===== src/rtl/pooling_pkg.sv =====
// Shared constants, pixel type and combine function for the 2x2 pooling stage.
// Defining POOLING_AVG_EN switches the whole stage from max pooling to average pooling.
package pooling_pkg;

    localparam int DEF_DATA_W = 8;
    localparam int DEF_MAP_W  = 4;
    localparam int DEF_MAP_H  = 4;

    // Average mode carries two guard bits so a four-sample sum never overflows.
`ifdef POOLING_AVG_EN
    localparam int GUARD_W = 2;
`else
    localparam int GUARD_W = 0;
`endif

    localparam int ACC_W = DEF_DATA_W + GUARD_W;

    typedef logic [DEF_DATA_W-1:0] pixel_t;
    typedef logic [ACC_W-1:0]      acc_t;

    function automatic acc_t pool_combine(input acc_t a, input acc_t b);
`ifdef POOLING_AVG_EN
        return a + b;
`else
        return (a > b) ? a : b;
`endif
    endfunction

endpackage


===== src/rtl/pool_reduce2.sv =====
// Two-input combine unit of the pooling stage: unsigned max, or sum when POOLING_AVG_EN is defined.
// Used once for the partial-row path and once for the window output path.
module pool_reduce2
    import pooling_pkg::*;
#(
    parameter int W = ACC_W
) (
    input  logic [W-1:0] a_i,
    input  logic [W-1:0] b_i,
    output logic [W-1:0] y_o
);

    generate
        if (W == ACC_W) begin : gPkg
            assign y_o = pool_combine(a_i, b_i);
        end else begin : gGeneric
`ifdef POOLING_AVG_EN
            assign y_o = a_i + b_i;
`else
            assign y_o = (a_i > b_i) ? a_i : b_i;
`endif
        end
    endgenerate

endmodule


===== src/rtl/pooling_2x2.sv =====
// Streaming 2x2 stride-2 pooling over a raster-order feature map; max pooling by default,
// average pooling when POOLING_AVG_EN is defined.
module pooling_2x2
    import pooling_pkg::*;
#(
    parameter int DATA_W = DEF_DATA_W,
    parameter int MAP_W  = DEF_MAP_W,
    parameter int MAP_H  = DEF_MAP_H
) (
    input  logic                                         clk,
    input  logic                                         rst_n,
    input  logic                                         En,
    input  logic [DATA_W-1:0]                            convResult,
    output logic [(MAP_W/2)*(MAP_H/2)-1:0][DATA_W-1:0]   pooledPixels,
    output logic                                         done
);

    localparam int N_OUT  = (MAP_W/2)*(MAP_H/2);
    localparam int HALF_W = MAP_W/2;
    localparam int W      = DATA_W + GUARD_W;
    localparam int CW     = $clog2(MAP_W);
    localparam int RW     = $clog2(MAP_H);
    localparam int JW     = (HALF_W > 1) ? $clog2(HALF_W) : 1;
    localparam int KW     = (N_OUT > 1) ? $clog2(N_OUT) : 1;

    logic [CW-1:0]                  col_q, col_d;
    logic [RW-1:0]                  row_q, row_d;
    logic [W-1:0]                   temp_q;
    logic [W-1:0]                   rowBuf_q [HALF_W];
    logic [N_OUT-1:0][DATA_W-1:0]   pooled_q;
    logic                           done_q;

    logic                           lastCol, lastRow;
    logic [JW-1:0]                  bufIdx;
    logic [KW-1:0]                  outIdx;
    logic [W-1:0]                   sampleExt, bufSum, pairSum;
    logic [DATA_W-1:0]              windowPix;

    always_comb begin
        lastCol = (col_q == CW'(MAP_W-1));
        lastRow = (row_q == RW'(MAP_H-1));
        col_d   = col_q;
        row_d   = row_q;
        if (En) begin
            if (lastCol) begin
                col_d = '0;
                row_d = lastRow ? '0 : row_q + 1'b1;
            end else begin
                col_d = col_q + 1'b1;
            end
        end
    end

    assign bufIdx    = JW'(col_q >> 1);
    assign outIdx    = KW'(row_q >> 1) * KW'(HALF_W) + KW'(bufIdx);
    assign sampleExt = W'(convResult);

    pool_reduce2 #(.W(W)) uTempPath (
        .a_i (rowBuf_q[bufIdx]),
        .b_i (sampleExt),
        .y_o (bufSum)
    );

    pool_reduce2 #(.W(W)) uOutPath (
        .a_i (temp_q),
        .b_i (sampleExt),
        .y_o (pairSum)
    );

    // In average mode dropping the guard bits is the divide-by-four.
    assign windowPix = pairSum[GUARD_W +: DATA_W];

    always_ff @(posedge clk or negedge rst_n) begin
        if (!rst_n) begin
            col_q    <= '0;
            row_q    <= '0;
            temp_q   <= '0;
            pooled_q <= '0;
            done_q   <= 1'b0;
            for (int i = 0; i < HALF_W; i++) begin
                rowBuf_q[i] <= '0;
            end
        end else begin
            col_q  <= col_d;
            row_q  <= row_d;
            done_q <= En && lastCol && lastRow;
            if (En) begin
                case ({row_q[0], col_q[0]})
                    2'b00:   temp_q           <= sampleExt;
                    2'b01:   rowBuf_q[bufIdx] <= pairSum;
                    2'b10:   temp_q           <= bufSum;
                    default: pooled_q[outIdx] <= windowPix;
                endcase
            end
        end
    end

    assign pooledPixels = pooled_q;
    assign done         = done_q;

endmodule


===== config.mk =====
export PLATFORM = sky130hd
export DESIGN_NAME = pooling_2x2
export DESIGN_NICKNAME = d
export VERILOG_FILES = /design/src/rtl/pooling_pkg.sv /design/src/rtl/pool_reduce2.sv /design/src/rtl/pooling_2x2.sv
export SDC_FILE = /design/constraint.sdc
export NUM_CORES = 1
export LEC_CHECK = 0
export ABC_AREA = 1
export ABC_CLOCK_PERIOD_IN_PS = 3430
export BUFFER_PORTS_ARGS = -buffer_cell sky130_fd_sc_hd__buf_2
export CORE_MARGIN = 8
export CORE_UTILIZATION = 52
export DETAILED_ROUTE_END_ITERATION = 6
export PLACE_DENSITY = 0.84
export SLEW_MARGIN = 10
export SYNTH_ARGS = -nofsm -noshare
export SYNTH_HDL_FRONTEND = slang
export SYNTH_SLANG_ARGS = --single-unit

===== constraint.sdc =====
create_clock -name clk -period 3.43 [get_ports clk]
set_input_delay 0.1715 -clock clk [delete_from_list [all_inputs] [get_ports clk]]
set_output_delay 0.1715 -clock clk [all_outputs]
set_load 0.005 [all_outputs]

* Word level (Yosys, flattened, before mapping)
Cells that the tools add are included.
** Cells by class
- $add $sub $neg :: 3
- Magnitude comparators :: 6
- Equality and inequality tests :: 4
- Mux-type cells :: 14
- Bitwise logic cells :: 2
- Reduce and logical (&&, ||, !) cells :: 11
** Operators with widths (count)
- $mux 8 :: 7
- $bwmux 32 :: 1
- $bwmux 16 :: 1
- $demux 8 s2 :: 1
- $gt 8x8->1 :: 2
- $pmux 8 s2 :: 1
- $demux 8 s1 :: 1
- $reduce_and 2->1 :: 4
- $eq 2x2->1 const B :: 3
- $add 2x1->2 const B :: 2
- $logic_and 1x1->1 :: 4
- $mux 2 :: 2
- $lt 2x3->1 const B :: 1
- $reduce_or 3->1 :: 1
- $add 2x1->2 :: 1
- $eq 2x1->1 const B :: 1
- $ge 2x1->1 const B :: 1
- $ge 2x2->1 const B :: 1
- $logic_not 2->1 :: 1
- $lt 2x1->1 const B :: 1
- $not 1->2 :: 1
- $reduce_bool 2->1 :: 1
- $not 1->1 :: 1
** Word-level totals
- Bits in registers :: 61
- Input bits :: 11
- Output and inout port bits :: 33
- Word-level logic and storage cells :: 50

* Logic depth before layout (Yosys ltp)
Gate-level depths: netlist of the first run.
- Depth in word-level cells :: 7
- Depth in mapped cells :: 16
- Depth with buffers taken out :: 15

* Cells and area by module
Synthesis of the first run repeated with hierarchy kept, for this count alone.
** Second synthesis, totals
- Cells, all modules :: 451
- Area total of the unflattened synthesis :: 3403.3 µm²
** By module, submodules not included
- pooling_2x2 :: instances 1, cells each 331, area each 2677.6 µm², seq. area each 1526.5 µm²
- pool_reduce2 :: instances 2, cells each 60, area each 362.8 µm², seq. area each 0.0 µm²

* Least setup slack after synthesis of the first run
No wires, ideal clock.
- Path type :: register -> register
- Start point :: reg col_q[1]
- End point :: reg temp_q[0]
- Setup time :: 0.066 ns
- Arrival :: 2.150 ns
- Setup slack :: 1.214 ns
- Stages on the path, launching flop included :: 15
- Path buffers :: 1
- Clock period less this slack :: 2.216 ns
- Cells stage by stage :: dfrtp_1 > inv_2 > buf_2 > or2_2 > o21ai_0 > inv_1 > ha_1 > nand2_1 > nor2_1 > nand2_1 > nand2_1 > nand2_1 > nand2_1 > nand3_1 > nand2_1
** On the way
- Word-level cells in the longest chain between the ends :: 7
** Ends and longest elaborated chain
- start: declaration :: RTL line pooling_2x2.sv:26 : logic [CW-1:0] col_q, col_d;
- start signal: assignment :: RTL line pooling_2x2.sv:84 : col_q <= col_d;
- $not 1->2 (not written as such) (*) :: RTL line pooling_2x2.sv:59 : .a_i (rowBuf_q[bufIdx]),
- $mux 8 (not written as such) (*) (3 in series) :: RTL line pooling_2x2.sv:59
- $gt 8x8->1 :: RTL line pooling_pkg.sv:25 : return (a > b) ? a : b;
- $mux 8 (*) :: RTL line pooling_pkg.sv:25
- $pmux 8 s2 (*) :: RTL line pooling_2x2.sv:88 : case ({row_q[0], col_q[0]})
- end signal: assignment :: RTL line pooling_2x2.sv:89 : 2'b00: temp_q <= sampleExt;
- end signal: assignment :: RTL line pooling_2x2.sv:91 : 2'b10: temp_q <= bufSum;
- end: declaration :: RTL line pooling_2x2.sv:28 : logic [W-1:0] temp_q;
Mark *: on every way between the ends. The rest lies on a longest branch, timed or not. The select of a mux whose other input is x is not followed.
A chain may end at the register's enable or synchronous reset.

* Worst setup path in the final report of the first run
- Start point :: reg col_q[1]
- End point :: reg temp_q[1]
Same word-level chain as after synthesis.

==> results of run 1 <==
final timing paths:
check	from	to	slack, ps	cells past startpoint
max	col_q[1]$_DFFE_PN0P_	temp_q[1]$_DFFE_PN0P_	630	13
max in group asynchronous	rst_n	rowBuf_q[8]$_DFFE_PN0P_	2110	3
max reg2reg	col_q[1]$_DFFE_PN0P_	temp_q[1]$_DFFE_PN0P_	630	13
min in group asynchronous	rst_n	pooledPixels[6]$_DFFE_PN0P_	490	2
min reg2reg	pooledPixels[21]$_DFFE_PN0P_	pooledPixels[21]$_DFFE_PN0P_	480	2
min	En	col_q[1]$_DFFE_PN0P_	110	2
layout make-up:
type / instances / area [µm²]
clock buffer: 10 / 138
clock inverter: 6 / 86.3
fill: 487 / 2220
inverter: 42 / 158
multi-input combinational: 288 / 1470
sequential: 61 / 1530
tap: 75 / 93.8
timing repair buffer: 45 / 233
power by group:
group,switching [W],internal (W),total (W),leakage (nW)
clock network,0.000284,0.000427,0.000711,0.112
registers,0.000237,0.00104,0.00128,0.766
logic,0.00102,0.000545,0.00157,1.25
total,0.00154,0.00201,0.00355,2.13
sequential cells by signal, summed over array words and instances (netlist names):
signal and flops:
temp_q 8, rowBuf_q 16, done 1, pooledPixels 32, col_q 2, row_q 2
worst max-delay path: stages, from the launching register on:
cell,delay (ps)
dfrtp_1,640
inv_2,210
or2_2,320
o21ai_0,130
inv_1,80
ha_1,300
nand2_1,70
nor2_1,200
nand2_1,80
nand2_1,200
nand2_1,230
nand2_1,110
nand3_1,70
nand2_1,90
layer usage:
metal / track usage [%] / wire (µm) / up-vias
met4: 8.32 / 224 / 0
met3: 6.16 / 759 / 27
met2: 31.3 / 4000 / 152
met1: 25.5 / 3540 / 1380
li1: - / - / 1369
met5: 0 / 0 / -
layout by cell type (no fill, tap or decap), types with 2 or more instances in the layout:
cell / instances
dfrtp_1: 61
nand3_1: 72
inv_2: 5
a21o_1: 2
nor2_1: 9
nor3_4: 3
clkbuf_8: 10
nand3_2: 2
nand2_1: 152
or2_2: 7
nand2_2: 2
bufinv_16: 2
inv_1: 37
a21oi_1: 7
clkinv_2: 2
o21ai_0: 8
buf_2: 43
ha_1: 18
logic make-up (layout without fill, tap and decap cells):
group / count (synthesis) / count (layout) / share of synthesized area, %
and+or+nand+nor: 250 / 250 / 35.5
DFF: 61 / 61 / 48.2
buffers and inverters: 45 / 103 / 5.49
adders and majority gates: 18 / 18 / 7.11
AOI/OAI and AO/OA: 18 / 18 / 3.12
muxes: 2 / 2 / 0.671
synthesized netlist by cell type:
cell        n  share of area [%]
nand3_2     2               0.63
clkbuf_1    1               0.12
o21ai_0     8                1.3
a21oi_2     1               0.28
nand2_2     2               0.39
inv_2       5               0.59
dfrtp_1    61                 48
buf_4       1               0.24
nor2_1      9                1.1
mux2_2      1               0.36
buf_2       1               0.16
mux2i_1     1               0.32
nor3_2      1               0.32
nand2_1   152                 18
a21o_1      2               0.47
inv_1      37                4.4
nand3_1    72                 11
a21oi_1     7                1.1
nand4_2     1               0.39
ha_1       18                7.1
nor2_4      1               0.36
nor3_4      3                1.5
or2_2       7                1.4
through the flow:
step                      instances  setup slack, ps  total power, W
after floorplan                 394             1210         0.00226
after detailed placement        510              684         0.00282
after global placement          510              781         0.00275
final                           527              635         0.00355
after CTS                       527              676         0.00354
after global routing            527              320         0.00382
==> impl_metrics.py, run 1 <==
metrics = {
    "clocking": {
        "cts_resized": 0,
        "clk_pin_slew_worst_paths_ps": 60,
        "cts_hold_buf": 1,
        "clock_sinks": 61,
        "clockRootBuffer": "clkbuf_8",
        "cts_inserted_buffers": 9,
        "clock_path_buffers": 2,
        "htreeDepth": 3,
        "cts_tree": "done",
        "cts_setup_buffers": 0,
        "clk_latency_ps": 340,
    },
    "logic_synthesis": {
        "syn-num-nets": 423,
        "avgSynthCellArea_um2": 8.04,
        "syn-cell-area_um2": 3170,
        "synth_seq_area_share_pct": 48.2,
        "yosysWarnings": 0,
        "ys_ff_latch": 61,
        "synthesis.instances": 394,
        "yosysUniqueCellTypes": 23,
    },
    "power_and_ir_drop": {
        "power_density_nw_per_um2": 960,
        "p_leak_nw": 2.13,
        "max-vdd-ir-drop_mv": 0.541,
    },
    "finish": {
        "num_antenna_cells": 0,
        "fin_area_um2": 3700,
        "drive_above_1_share_pct": 18.6,
        "fin_util_pct": 62.6,
        "nets": 476,
        "syn2layout_area_growth_pct": 16.9,
    },
    "run_status": {
        "outcome": "finished clean",
    },
    "floorplanning": {
        "fp.coreArea_um2": 5920,
        "start_util_pct": 53.5,
        "fp.dieW_um": 94.1,
        "dieArea_um2": 8850,
        "ioPinCount": 44,
        "fp.dieH_um": 94.1,
        "rows": 28,
    },
    "sta": {
        "fin_worst_skew_ps": 8.55,
        "finalSetupViolCount": 0,
        "hold_viol_final": 0,
        "fmax_mhz": 358,
        "min_period_ps": 2800,
        "worst_pin_slew_ps": 851,
        "rsz0062_at_grt": "no",
        "tns_ps": 0,
        "report.final.slew_viol_count": 0,
        "worst_hold_slack_ps": 113,
        "finalCritPeriodShare_pct": 81.5,
        "slew-limit-headroom_pct": 43.3,
    },
    "detailed_routing": {
        "via_count": 2928,
        "firstDrtPassIters": 6,
        "ant_nets": 0,
        "vias_per_cell": 5.56,
        "drtIter0Drc": 229,
        "wl_um": 8530,
        "drc": 0,
        "wl_per_cell_um": 16.2,
    },
    "run": {
        "drv_cap": 0,
    },
    "placed_design": {
        "io_buffers": 43,
        "globalplace.congestion": 0.965,
        "dp_hpwl_um": 6150,
        "placed_area_um2": 3470,
    },
    "worst_setup_path": {
        "worstPathArrival_ps": 3080,
        "worst_setup_path_start_kind": "flop",
        "cp_max_fo": 13,
        "cp-end-kind": "flop",
        "path_class": "reg2reg",
        "critPathRequiredTime_ps": 3710,
    },
    "grt": {
        "grt_max_degree": 39,
        "grt_pass1_wl_um": 13800,
        "grt_use_total_pct": 20.2,
        "grt_pass1_vias": 2770,
        "antenna_found_initial": 0,
        "overflow": 0,
    },
    "worst_hold_path": {
        "hold_class": "in2reg",
    },
}
(Power assumes the default switching activity.)
==> run 2, diff against run 1 <==
--- a/config.mk
+++ b/config.mk
@@ -6,7 +6,7 @@
 export NUM_CORES = 1
 export LEC_CHECK = 0
 export ABC_AREA = 1
-export ABC_CLOCK_PERIOD_IN_PS = 3430
+export ABC_CLOCK_PERIOD_IN_PS = 2690
 export BUFFER_PORTS_ARGS = -buffer_cell sky130_fd_sc_hd__buf_2
 export CORE_MARGIN = 8
 export CORE_UTILIZATION = 52
==> constraint.sdc (replaced) <==
create_clock -name clk -period 2.69 [get_ports clk]
set_input_delay 0.1345 -clock clk [delete_from_list [all_inputs] [get_ports clk]]
set_output_delay 0.1345 -clock clk [all_outputs]
set_load 0.005 [all_outputs]
==> run 2 against run 1 <==
  * Cell count increased by 0.38%
  * Register-to-register slack lost 330 ps
  * Combinational power increased by 30%
  * Cell area about the same
  * Fmax increased by 17%
  * Clock skew fell by 1.6 ps
  * Hold slack worse by 66 ps
  * Utilization about the same
  * Power grew 26%
  * Die area unchanged
  * Via count is 3.5% higher
  * Critical path depth fell by 1
  * Critical path type unchanged
  * Largest power group unchanged
==> impl_metrics.py, run 2 (synthesized netlist as in run 1, its figures left out) <==
metrics = {
    "floorplanning": {
        "rows": 28,
        "dieArea_um2": 8850,
        "ioPinCount": 44,
        "fp.dieH_um": 94.1,
        "fp.dieW_um": 94.1,
        "start_util_pct": 53.5,
        "fp.coreArea_um2": 5920,
    },
    "detailed_routing": {
        "vias_per_cell": 5.73,
        "firstDrtPassIters": 5,
        "ant_nets": 0,
        "wl_um": 8400,
        "via_count": 3031,
        "drc": 0,
        "wl_per_cell_um": 15.9,
        "drtIter0Drc": 284,
    },
    "clocking": {
        "cts_setup_buffers": 0,
        "clockRootBuffer": "clkbuf_8",
        "cts_resized": 0,
        "cts_tree": "done",
        "clock_sinks": 61,
        "clk_pin_slew_worst_paths_ps": 70,
        "cts_hold_buf": 1,
        "cts_inserted_buffers": 9,
        "htreeDepth": 3,
        "clock_path_buffers": 2,
        "clk_latency_ps": 350,
    },
    "worst_setup_path": {
        "path_buf_inv": 2,
        "cp-end-kind": "flop",
        "crit_start": "col_q[1]$_DFFE_PN0P_",
        "cp_max_fo": 12,
        "crit_family": "simple AND/OR/NAND/NOR gates",
        "critPathRequiredTime_ps": 2980,
        "worst_setup_path_start_kind": "flop",
        "cp_cell_sequence": "buf_4 -> o21ai_0 -> inv_1 -> ha_1 -> nand2_1 -> nor2_1 -> nand2_1 -> nand2_1 -> nand2_1 -> nand2_1 -> nand3_1 -> nand2_1",
        "slowest_delay_ps": 380,
        "slowest_stage": "dfrtp_1",
        "cpMostUsedCell": "nand2_1",
        "worstPathArrival_ps": 2680,
        "timing.rr.start": "col_q[1]$_DFFE_PN0P_",
        "path_class": "reg2reg",
    },
    "grt": {
        "grt_use_total_pct": 20.2,
        "overflow": 0,
        "antenna_found_initial": 0,
        "grt_pass1_vias": 2817,
        "grt_max_degree": 44,
        "grt_pass1_wl_um": 13800,
    },
    "placed_design": {
        "io_buffers": 43,
        "globalplace.congestion": 0.893,
        "dp_hpwl_um": 5930,
    },
    "sta": {
        "rsz0062_at_grt": "no",
        "hold_viol_final": 0,
        "worst_pin_slew_ps": 931,
        "min_period_ps": 2390,
        "finalSetupViolCount": 0,
        "slew-limit-headroom_pct": 37.9,
        "tns_ps": 0,
        "fmax_mhz": 418,
        "report.final.slew_viol_count": 0,
        "finalCritPeriodShare_pct": 88.8,
        "fin_worst_skew_ps": 6.99,
    },
    "run": {
        "drv_cap": 0,
    },
    "worst_hold_path": {
        "hold_class": "in2reg",
        "min_from": "En",
    },
    "finish": {
        "nets": 478,
        "largest_reg_flops": 32,
        "drive_above_1_share_pct": 18.9,
        "syn2layout_area_growth_pct": 16.9,
        "final_common_cell": "nand2_1",
        "num_antenna_cells": 0,
        "mostFrequentLayoutCells": "152 x nand2_1, 72 x nand3_1, 61 x dfrtp_1, 43 x buf_2, 37 x inv_1",
    },
    "power_and_ir_drop": {
        "max-vdd-ir-drop_mv": 0.705,
        "p_leak_nw": 2.13,
        "power_density_nw_per_um2": 1210,
        "power_w": 0.00448,
    },
    "run_status": {
        "outcome": "finished clean",
    },
}
run 2: per-stage QoR:
step / utilization [%] / hold slack (ps) / cell area, µm² / std cells / worst slack, ps
after floorplan: - / -161 / 3170 / 394 / 474
after global placement: 58.9 / 315 / 3480 / 512 / 439
after detailed placement: 58.9 / 322 / 3480 / 512 / 355
after CTS: 62.6 / 31.5 / 3700 / 529 / 336
after global routing: 62.6 / 60.1 / 3700 / 529 / 87.6
final: 62.6 / 47.3 / 3700 / 529 / 300
run 2: worst paths after layout:
kind                                               end  slack [ps]  cells after the start
min in group asynchronous  pooledPixels[4]$_DFFE_PN0P_         450                      2
min reg2reg                pooledPixels[8]$_DFFE_PN0P_         480                      2
max in group asynchronous      rowBuf_q[3]$_DFFE_PN0P_        1540                      3
max                              temp_q[4]$_DFFE_PN0P_         300                     12
min                               col_q[1]$_DFFE_PN0P_          50                      2
max reg2reg                      temp_q[4]$_DFFE_PN0P_         300                     12
run 2: layout make-up:
class                      instances  area (µm²)
clock inverter                     5        58.8
inverter                          42         158
fill                             503        2220
multi-input combinational        288        1470
sequential                        61        1530
tap                               75        93.8
timing repair buffer              47         248
clock buffer                      11         151
run 2: per-layer routing:
metal,up-vias,routed length [µm],global-route usage [%]
met1,1440,3350,26.0
met5,-,0,0
met3,28,817,5.76
li1,1383,-,-
met2,180,3930,30.3
met4,0,298,10.0
run 2: power breakdown:
part	internal, W	switching, W
registers	0.00133	0.000269
clock network	0.000477	0.000370
logic	0.000704	0.00133
